<file path="src/rtl/ext_bus_pkg.sv">
// ext_bus_pkg: shared bus-cycle state encoding and bus direction constants
package ext_bus_pkg;
  typedef enum logic [2:0] {IDLE, ADDR, SETUP, STROBE, HOLD, DONE} bus_state_e;
  localparam logic RW_READ  = 1'b1;
  localparam logic RW_WRITE = 1'b0;
endpackage

</file>
<file path="src/rtl/bus_phase_timer.sv">
// bus_phase_timer: down-counter timing the STROBE and HOLD phases
// Ports: clk, rst, load (load_val into counter), load_val [W-1:0], expire (count is zero)
module bus_phase_timer #(
  parameter int W = 2
) (
  input  logic         clk,
  input  logic         rst,
  input  logic         load,
  input  logic [W-1:0] load_val,
  output logic         expire
);
  logic [W-1:0] cnt_q, cnt_d;
  always_comb cnt_d = load ? load_val : (cnt_q != '0 ? cnt_q - W'(1) : cnt_q);
  always_ff @(posedge clk) begin
    if (rst) cnt_q <= '0;
    else     cnt_q <= cnt_d;
  end
  assign expire = cnt_q == '0;
endmodule

</file>
<file path="src/rtl/ext_bus_arbiter.sv">
// ext_bus_arbiter: shares one multiplexed ALE/En/Rw external bus between core (0) and display (1)
// Ports: clk, rst, pause; req/rw/addr/wdata in and done out per requester; rdata, busy;
//        bus pins ale, en, rw, ad_out, ad_oe, ad_in
// ARB_ROUND_ROBIN_EN: when defined, ties go to the requester other than the last winner;
//        otherwise req0 always beats req1
module ext_bus_arbiter #(
  parameter int AW          = 8,
  parameter int DW          = 8,
  parameter int EN_CYCLES   = 2,
  parameter int HOLD_CYCLES = 1
) (
  input  logic          clk,
  input  logic          rst,
  input  logic          pause,
  input  logic          req0,
  input  logic          rw0,
  input  logic [AW-1:0] addr0,
  input  logic [DW-1:0] wdata0,
  output logic          done0,
  input  logic          req1,
  input  logic          rw1,
  input  logic [AW-1:0] addr1,
  input  logic [DW-1:0] wdata1,
  output logic          done1,
  output logic [DW-1:0] rdata,
  output logic          busy,
  output logic          ale,
  output logic          en,
  output logic          rw,
  output logic [DW-1:0] ad_out,
  output logic          ad_oe,
  input  logic [DW-1:0] ad_in
);
  import ext_bus_pkg::*;

  localparam int TMAX = EN_CYCLES > HOLD_CYCLES ? EN_CYCLES : HOLD_CYCLES;
  localparam int TW   = $clog2(TMAX + 1);

  if (EN_CYCLES < 1) begin : g_chk_en
    $error("EN_CYCLES must be >= 1");
  end
  if (HOLD_CYCLES < 1) begin : g_chk_hold
    $error("HOLD_CYCLES must be >= 1");
  end
  if (DW < AW) begin : g_chk_dw
    $error("DW must be >= AW");
  end

  bus_state_e    state_q, state_d;
  logic          gnt_q, gnt_d, lrw_q, lrw_d;
  logic [AW-1:0] laddr_q, laddr_d;
  logic [DW-1:0] lwdata_q, lwdata_d, rdata_q, rdata_d, ad_out_q, ad_out_d;
  logic          ale_q, ale_d, en_q, en_d, rw_q, rw_d, ad_oe_q, ad_oe_d;
  logic          done0_q, done0_d, done1_q, done1_d, busy_q, busy_d;
  logic          grant, pick, tload, expire, phase, drive;
  logic [TW-1:0] tval;

  assign grant = state_q == IDLE && !pause && (req0 || req1);

`ifdef ARB_ROUND_ROBIN_EN
  logic last_q, last_d;
  assign pick   = (req0 && req1) ? ~last_q : ~req0;
  assign last_d = grant ? pick : last_q;
  always_ff @(posedge clk) begin
    if (rst) last_q <= 1'b1;
    else     last_q <= last_d;
  end
`else
  assign pick = ~req0;
`endif

  bus_phase_timer #(.W(TW)) u_timer (
    .clk      (clk),
    .rst      (rst),
    .load     (tload),
    .load_val (tval),
    .expire   (expire)
  );

  always_comb begin
    state_d  = state_q;
    gnt_d    = gnt_q;
    lrw_d    = lrw_q;
    laddr_d  = laddr_q;
    lwdata_d = lwdata_q;
    rdata_d  = rdata_q;
    tload    = 1'b0;
    tval     = TW'(EN_CYCLES - 1);
    case (state_q)
      IDLE: if (grant) begin
        state_d  = ADDR;
        gnt_d    = pick;
        lrw_d    = pick ? rw1 : rw0;
        laddr_d  = pick ? addr1 : addr0;
        lwdata_d = pick ? wdata1 : wdata0;
      end
      ADDR:  state_d = SETUP;
      SETUP: begin
        state_d = STROBE;
        tload   = 1'b1;
      end
      STROBE: if (expire) begin
        state_d = HOLD;
        tload   = 1'b1;
        tval    = TW'(HOLD_CYCLES - 1);
        rdata_d = lrw_q == RW_READ ? ad_in : rdata_q;
      end
      HOLD: if (expire) state_d = DONE;
      DONE: if (!(gnt_q ? req1 : req0)) state_d = IDLE;
      default: state_d = IDLE;
    endcase
    // Pin outputs are registered from the next state so they line up with it.
    phase    = state_d inside {ADDR, SETUP, STROBE, HOLD};
    drive    = phase && (state_d == ADDR || lrw_d == RW_WRITE);
    ale_d    = state_d == ADDR;
    en_d     = state_d == STROBE;
    rw_d     = phase ? lrw_d : RW_READ;
    ad_oe_d  = drive;
    ad_out_d = state_d == ADDR ? DW'(laddr_d) : (drive ? lwdata_d : '0);
    done0_d  = state_d == DONE && !gnt_d;
    done1_d  = state_d == DONE && gnt_d;
    busy_d   = state_d != IDLE;
  end

  always_ff @(posedge clk) begin
    if (rst) begin
      state_q  <= IDLE;
      gnt_q    <= 1'b0;
      lrw_q    <= RW_READ;
      laddr_q  <= '0;
      lwdata_q <= '0;
      rdata_q  <= '0;
      ale_q    <= 1'b0;
      en_q     <= 1'b0;
      rw_q     <= RW_READ;
      ad_oe_q  <= 1'b0;
      ad_out_q <= '0;
      done0_q  <= 1'b0;
      done1_q  <= 1'b0;
      busy_q   <= 1'b0;
    end else begin
      state_q  <= state_d;
      gnt_q    <= gnt_d;
      lrw_q    <= lrw_d;
      laddr_q  <= laddr_d;
      lwdata_q <= lwdata_d;
      rdata_q  <= rdata_d;
      ale_q    <= ale_d;
      en_q     <= en_d;
      rw_q     <= rw_d;
      ad_oe_q  <= ad_oe_d;
      ad_out_q <= ad_out_d;
      done0_q  <= done0_d;
      done1_q  <= done1_d;
      busy_q   <= busy_d;
    end
  end

  assign ale    = ale_q;
  assign en     = en_q;
  assign rw     = rw_q;
  assign ad_oe  = ad_oe_q;
  assign ad_out = ad_out_q;
  assign done0  = done0_q;
  assign done1  = done1_q;
  assign rdata  = rdata_q;
  assign busy   = busy_q;
endmodule

</file>
<file path="config.mk">
export PLATFORM = sky130hd
export DESIGN_NAME = ext_bus_arbiter
export DESIGN_NICKNAME = d
export VERILOG_FILES = /design/src/rtl/ext_bus_pkg.sv /design/src/rtl/bus_phase_timer.sv /design/src/rtl/ext_bus_arbiter.sv
export SDC_FILE = /design/constraint.sdc
export NUM_CORES = 1
export LEC_CHECK = 0
export CELL_PAD_IN_SITES_DETAIL_PLACEMENT = 0
export CELL_PAD_IN_SITES_GLOBAL_PLACEMENT = 2
export CORE_AREA = 2 2 74 112
export CTS_CLUSTER_SIZE = 24
export DETAILED_ROUTE_END_ITERATION = 7
export DIE_AREA = 0 0 76 114
export PLACE_DENSITY = 0.77
export SETUP_SLACK_MARGIN = 0.2
export SKIP_LAST_GASP = 1
export SYNTH_ARGS = -nofsm -noshare
export SYNTH_HDL_FRONTEND = slang
export SYNTH_SLANG_ARGS = --single-unit
</file>
<file path="constraint.sdc">
create_clock -name clk -period 1.6 [get_ports clk]
set_clock_uncertainty 0.05 [all_clocks]
set_input_delay 0.4 -clock clk [delete_from_list [all_inputs] [get_ports clk]]
set_output_delay 0.4 -clock clk [all_outputs]
set_load 0.02 [all_outputs]
</file>
# After elaboration in Yosys (flattened, before gate mapping)
# Index checks and enable logic that the tools add are counted.
dict set report op_classes {
  bitwise 3
  addsub 1
  muxes 25
  n_eq_ne 10
  n_reduce_logical 17
}
# operator count
set ops {}
lappend ops {{8-bit 2-to-1 mux} 8}
lappend ops {{3-bit case mux with 6 select lines} 1}
lappend ops {{3-bit by 2-bit == test with 1-bit output, second input constant} 4}
lappend ops {{3-bit == test, second input constant} 4}
lappend ops {{3-bit 2-to-1 mux} 4}
lappend ops {{1-bit 2-to-1 mux} 9}
lappend ops {{3-bit by 1-bit == test with 1-bit output, second input constant} 2}
lappend ops {{1-bit logical AND} 5}
lappend ops {{2-bit 2-to-1 mux} 2}
lappend ops {{2-bit nonzero test} 2}
lappend ops {{4-bit nonzero test} 1}
lappend ops {{3-bit zero test} 1}
lappend ops {{1-bit NOT} 3}
lappend ops {{3-bit AND reduction} 1}
lappend ops {{3-bit nonzero test} 1}
lappend ops {{1-bit zero test} 2}
lappend ops {{2-bit zero test} 1}
lappend ops {{1-bit logical OR} 2}
lappend ops {{1-bit case mux with 2 select lines} 1}
lappend ops {{2-bit OR reduction} 1}
lappend ops {{2-bit by 1-bit subtractor with 2-bit output, second input constant} 1}
dict set report totals {
  reg_bits 46
  output_inout_bits 23
  word_cells 71
  input_bits 47
}

# Depth between registers and ports, before layout
dict set report logic_depth {
  word_depth 10
  depth_mapped 7
  depth_no_buf 6
}

# By module
# From an unflattened synthesis, not the netlist that was laid out.
dict set report hier_totals {
  hier_cells 177
  hier_area_um2 1750.4
}
# module cells_each seq_area_each_um2 n_inst area_per_inst_um2
set by_module_without_submodules {}
lappend by_module_without_submodules {ext_bus_arbiter 165 720.7 1 1629.1}
lappend by_module_without_submodules {bus_phase_timer 12 40.0 1 121.4}

# Worst setup path after synthesis
# Ideal clock, no wire load.
dict set report synth_path {
  path_type {reg2reg}
  from {register u_timer.cnt_q[0]}
  to {register ad_out_q[7], in the netlist ad_out[7]}
  path_slack_ps 4
  synth_period_minus_slack_ps 1596
  arrival_ps 1404
  setup_ps 142
  required_time_ps 1408
  stages_incl_launch_ff 8
  path_buffers 1
  path_cell_list {dfxtp_1 > inv_1 > ha_1 > clkbuf_1 > nor3_1 > and2_1 > o21ai_1 > o22ai_1}
}
dict set report synth_between {
  elab_chain_cells 8
  word_cells_on_any_way 13
  cone_classes {eq/ne: 4; mux: 5; reduce/logical: 4}
}
# item line_no
set synth_rtl {}
lappend synth_rtl {{start, declared} bus_phase_timer.sv:12} ;# logic [W-1:0] cnt_q, cnt_d;
lappend synth_rtl {{start signal, assigned} bus_phase_timer.sv:16} ;# else cnt_q <= cnt_d;
lappend synth_rtl {{2-bit zero test (*)} bus_phase_timer.sv:18} ;# assign expire = cnt_q == '0;
lappend synth_rtl {{3-bit 2-to-1 mux (on tied branches)} {ext_bus_arbiter.sv:108, ext_bus_arbiter.sv:102}}
lappend synth_rtl {{3-bit case mux with 6 select lines (*)} ext_bus_arbiter.sv:89} ;# case (state_q)
lappend synth_rtl {{3-bit by 1-bit == test with 1-bit output (tied with other cells)} {ext_bus_arbiter.sv:113, ext_bus_arbiter.sv:114, ext_bus_arbiter.sv:119}}
lappend synth_rtl {{4-bit nonzero test or 1-bit logical OR (tied branches)} {ext_bus_arbiter.sv:113, ext_bus_arbiter.sv:114}}
lappend synth_rtl {{1-bit logical AND} ext_bus_arbiter.sv:114} ;# drive = phase && (state_d == ADDR || lrw_d == RW_WRITE);
lappend synth_rtl {{8-bit 2-to-1 mux} ext_bus_arbiter.sv:119} ;# ad_out_d = state_d == ADDR ? DW'(laddr_d) : (drive ? lwdata_d : '0);
lappend synth_rtl {{8-bit 2-to-1 mux (*)} ext_bus_arbiter.sv:119}
lappend synth_rtl {{end signal, assigned} ext_bus_arbiter.sv:152} ;# ad_out_q <= ad_out_d;
lappend synth_rtl {{end, declared} ext_bus_arbiter.sv:52} ;# logic [DW-1:0] lwdata_q, lwdata_d, rdata_q, rdata_d, ad_out_q, ad_out_d;
# Mark *: on every way between the ends. The rest lies on a longest branch, timed or not.
# A chain may end at the register's enable or synchronous reset.

# Worst setup path in the final report
dict set report layout_path {
  from {register state_q[0]}
  to {register ad_out_q[5], in the netlist ad_out[5]}
}
dict set report layout_between {
  elab_chain_cells 10
  word_cells_on_any_way 29
  cone_classes {eq/ne: 9; mux: 13; bitwise: 1; reduce/logical: 6}
}
# item line_no
set layout_rtl {}
lappend layout_rtl {{start, declared} ext_bus_arbiter.sv:49} ;# bus_state_e state_q, state_d;
lappend layout_rtl {{start signal, assigned} ext_bus_arbiter.sv:142} ;# state_q <= state_d;
lappend layout_rtl {{3-bit zero test} {ext_bus_arbiter.sv:58, ext_bus_arbiter.sv:89}}
lappend layout_rtl {{1-bit logical AND (2 in a row)} ext_bus_arbiter.sv:58} ;# assign grant = state_q == IDLE && !pause && (req0 || req1);
lappend layout_rtl {{3-bit 2-to-1 mux or 1-bit 2-to-1 mux (tied branches)} ext_bus_arbiter.sv:90} ;# IDLE: if (grant) begin
lappend layout_rtl {{3-bit case mux with 6 select lines or 1-bit 2-to-1 mux (tied branches)} ext_bus_arbiter.sv:89}
lappend layout_rtl {{3-bit by 1-bit == test with 1-bit output (tied with other cells)} {ext_bus_arbiter.sv:113, ext_bus_arbiter.sv:114, ext_bus_arbiter.sv:119}}
lappend layout_rtl {{4-bit nonzero test or 1-bit logical OR (tied branches)} {ext_bus_arbiter.sv:113, ext_bus_arbiter.sv:114}}
lappend layout_rtl {{1-bit logical AND} ext_bus_arbiter.sv:114}
lappend layout_rtl {{8-bit 2-to-1 mux} ext_bus_arbiter.sv:119}
lappend layout_rtl {{8-bit 2-to-1 mux (*)} ext_bus_arbiter.sv:119}
# Marked as above.

==> results.toml <==
[run_status]
status = "completed"

[die]
design.core.area_mm2 = 0.00776
die_x_um = 76
rows = 40
initial_utilization = 0.214
ios = 70
die_height_um = 114
dieArea_mm2 = 0.00866

[grt]
grt_start_max_net_pins = 14
grt_pass1_vias = 1481
grt_first_pass_wirelength_um = 7190
antenna_found_initial = 0
grtUsageTotal = 0.104
grt_overflow = 0

[synth]
netlist_top_cells_count = "38 x dfxtp_1, 25 x nor2_1, 24 x mux2i_1, 9 x mux2_2, 9 x o22ai_1"
ys.flop_type = "dfxtp_1"
synth-seq-cells = 38
synth_area_leaders = "dfxtp_1 46%, mux2i_1 14%, mux2_2 6.1%"
ys_types = 36
synthArstFlopShare = 0
synth.most_common_cell = "dfxtp_1"
yosys.area.top_type = "dfxtp_1"
synth_nets = 208
yosysWarnings = 0
yosysSeqAreaShare = 0.459
netlist_area_mm2 = 0.00166
synth_cells = 160
avgSynthCellArea_um2 = 10.4
synth_edf_count = 0
synth_top_area_share = 0.459

[drt]
wl_um = 4480
dr.pass1.iters = 4
vias = 1504
drc_errors = 0
drt_iter0_drc = 60
wire_per_inst_um = 12.5
vias_per_cell = 4.20
ant_nets = 0

[timing]
min_period_ns = 1.55
maxSlewViolCount = 0
tightest_slew_ns = 0.312
min_period_over_period = 0.971
timing.fmax_mhz = 644
whs_ns = 0.425
slew_headroom = 0.791
setup_violations = 0
rsz0062_at_grt = "yes"
final_hold_viol_count = 0

[finish]
drive_above_1_share = 0.332
nNetsFinal = 300
diodes = 0
syn2layout_area_growth_pct = 76.4

[cts]
numCtsBuffers = 5
cts_max_path_buffers = 2
clk_latency_ns = 0.28
cts.clk_slew.worst_paths_ns = 0.06
clockRootBuffer = "clkbuf_16"
cts_tree = "built"
cts_sinks = 38
htree_levels = 2

[worst_setup_path]
cp.required_ns = 1.70
crit_buf_inv = 1
critPathMaxFanout = 6
critical_path.top_delay_family = "flip-flops"
path_cells = "nor4_4, buf_4, o21a_4, mux2i_2, o22ai_1"
arrival_ns = 1.65
critPathLaunchType = "register"
slowest_stage = "dfxtp_2"
critPathKind = "reg2reg"
cp.depth = 5
worstSetupEndpointType = "register"
r2r_cells = 5
critPathMaxStageDelay_ns = 0.33

[placed_design]
port_buffers = 69
gp_congestion = 0.758
post-dp-hpwl_um = 3340

[min_path]
whs_path_depth = 2
hold_class = "reg2reg"

[flow_run]
drv_cap = 0

[power]
ir_drop_uv = 490
power_mw = 3.22
leakagePower_nw = 1.22
cellPowerDensity_mw_per_mm2 = 1100
==> worst register-to-register path, cell delays in order (launching register included) <==
cell and delay [ns]:
dfxtp_2 0.33, nor4_4 0.26, buf_4 0.18, o21a_4 0.23, mux2i_2 0.28, o22ai_1 0.10
==> power by group <==
group / internal (mW) / switching, mW
clock: 0.729 / 0.382
sequential: 1.04 / 0.0480
combinational: 0.571 / 0.447
total: 2.34 / 0.876
==> path summary, 6_finish.rpt <==
path         slack (ns)              from               end
max                0.05        state_q[0]         ad_out[5]
min                0.43  u_timer.cnt_q[1]  u_timer.cnt_q[1]
max reg2reg        0.05        state_q[0]         ad_out[5]
min reg2reg        0.43  u_timer.cnt_q[1]  u_timer.cnt_q[1]
==> layout by cell type (no fill, tap or decap), drive strengths merged, types with 2 or more instances in the layout <==
master         synthesis  final
dfxtp                 38     38
o22ai                  9      9
nor2b                  5      5
clkbuf                 5      8
o21ai                  4      4
clkinv                 0      2
buf                    6     26
mux2                   9      9
inv                    6      6
a31oi                  2      2
a21oi                  6      6
clkdlybuf4s15          0     12
nand2                  2      2
nand3                  3      3
mux2i                 24     24
nor2                  25     25
dlygate4sd2            0     11
and2                   2      2
clkdlybuf4s50          0     43
o21a                   1      2
==> cell families after synthesis <==
family / after synthesis / synth area share
AO/OA/AOI/OAI: 30 / 0.128
XOR/XNOR: 1 / 0.00528
adder cells (fa/ha/maj): 1 / 0.00755
buffers and inverters: 17 / 0.0702
flip-flops: 38 / 0.459
multiplexers: 33 / 0.206
AND/OR/NAND/NOR: 40 / 0.125
==> per-stage QoR <==
step	setup WS (ns)	TNS [ns]	std cells	util	area, µm²
after detailed placement	-0.602	-11.97	341	0.328	2540
after global placement	-0.529	-11.22	341	0.328	2540
after CTS	0.00428	0	354	0.365	2830
final	0.0466	0	358	0.377	2920
after global routing	-0.0343	-0.135	358	0.377	2920
after floorplan	0.0140	0	160	-	1670
==> per-layer routing <==
metal	GRT usage	wire length, µm	up-vias
met5	0	0	-
met4	0.0327	55	0
met3	0.0237	159	5
met2	0.205	2590	36
met1	0.108	1670	719
li1	-	-	744
==> state kept, by name (all words and copies together) (netlist names), 2 cells and up <==
| signal | count |
|---|---|
| lwdata_q | 8 |
| u_timer.cnt_q | 2 |
| ad_out | 8 |
| rdata | 8 |
| state_q | 3 |
==> final cells by class <==
cell class / instances / area (µm²)
flip-flops and latches: 38 / 767
repair buffers: 95 / 891
inverters: 6 / 22.5
well taps: 105 / 131
clock inverters: 3 / 40.0
multi-input cells: 106 / 947
clock buffers: 5 / 125
fillers: 805 / 4830
==> repair_timing <==
| item | CTS | global route |
|---|---|---|
| pin swaps | 14 | 6 |
| setup buffers | 4 | 4 |
| gates resized for setup | 58 | 32 |
| hold buffers | 0 | 0 |
| setup endpoints to repair | 59 | 40 |
| gates cloned | 1 | 0 |
No activity file was read; power rests on OpenSTA's default activity.
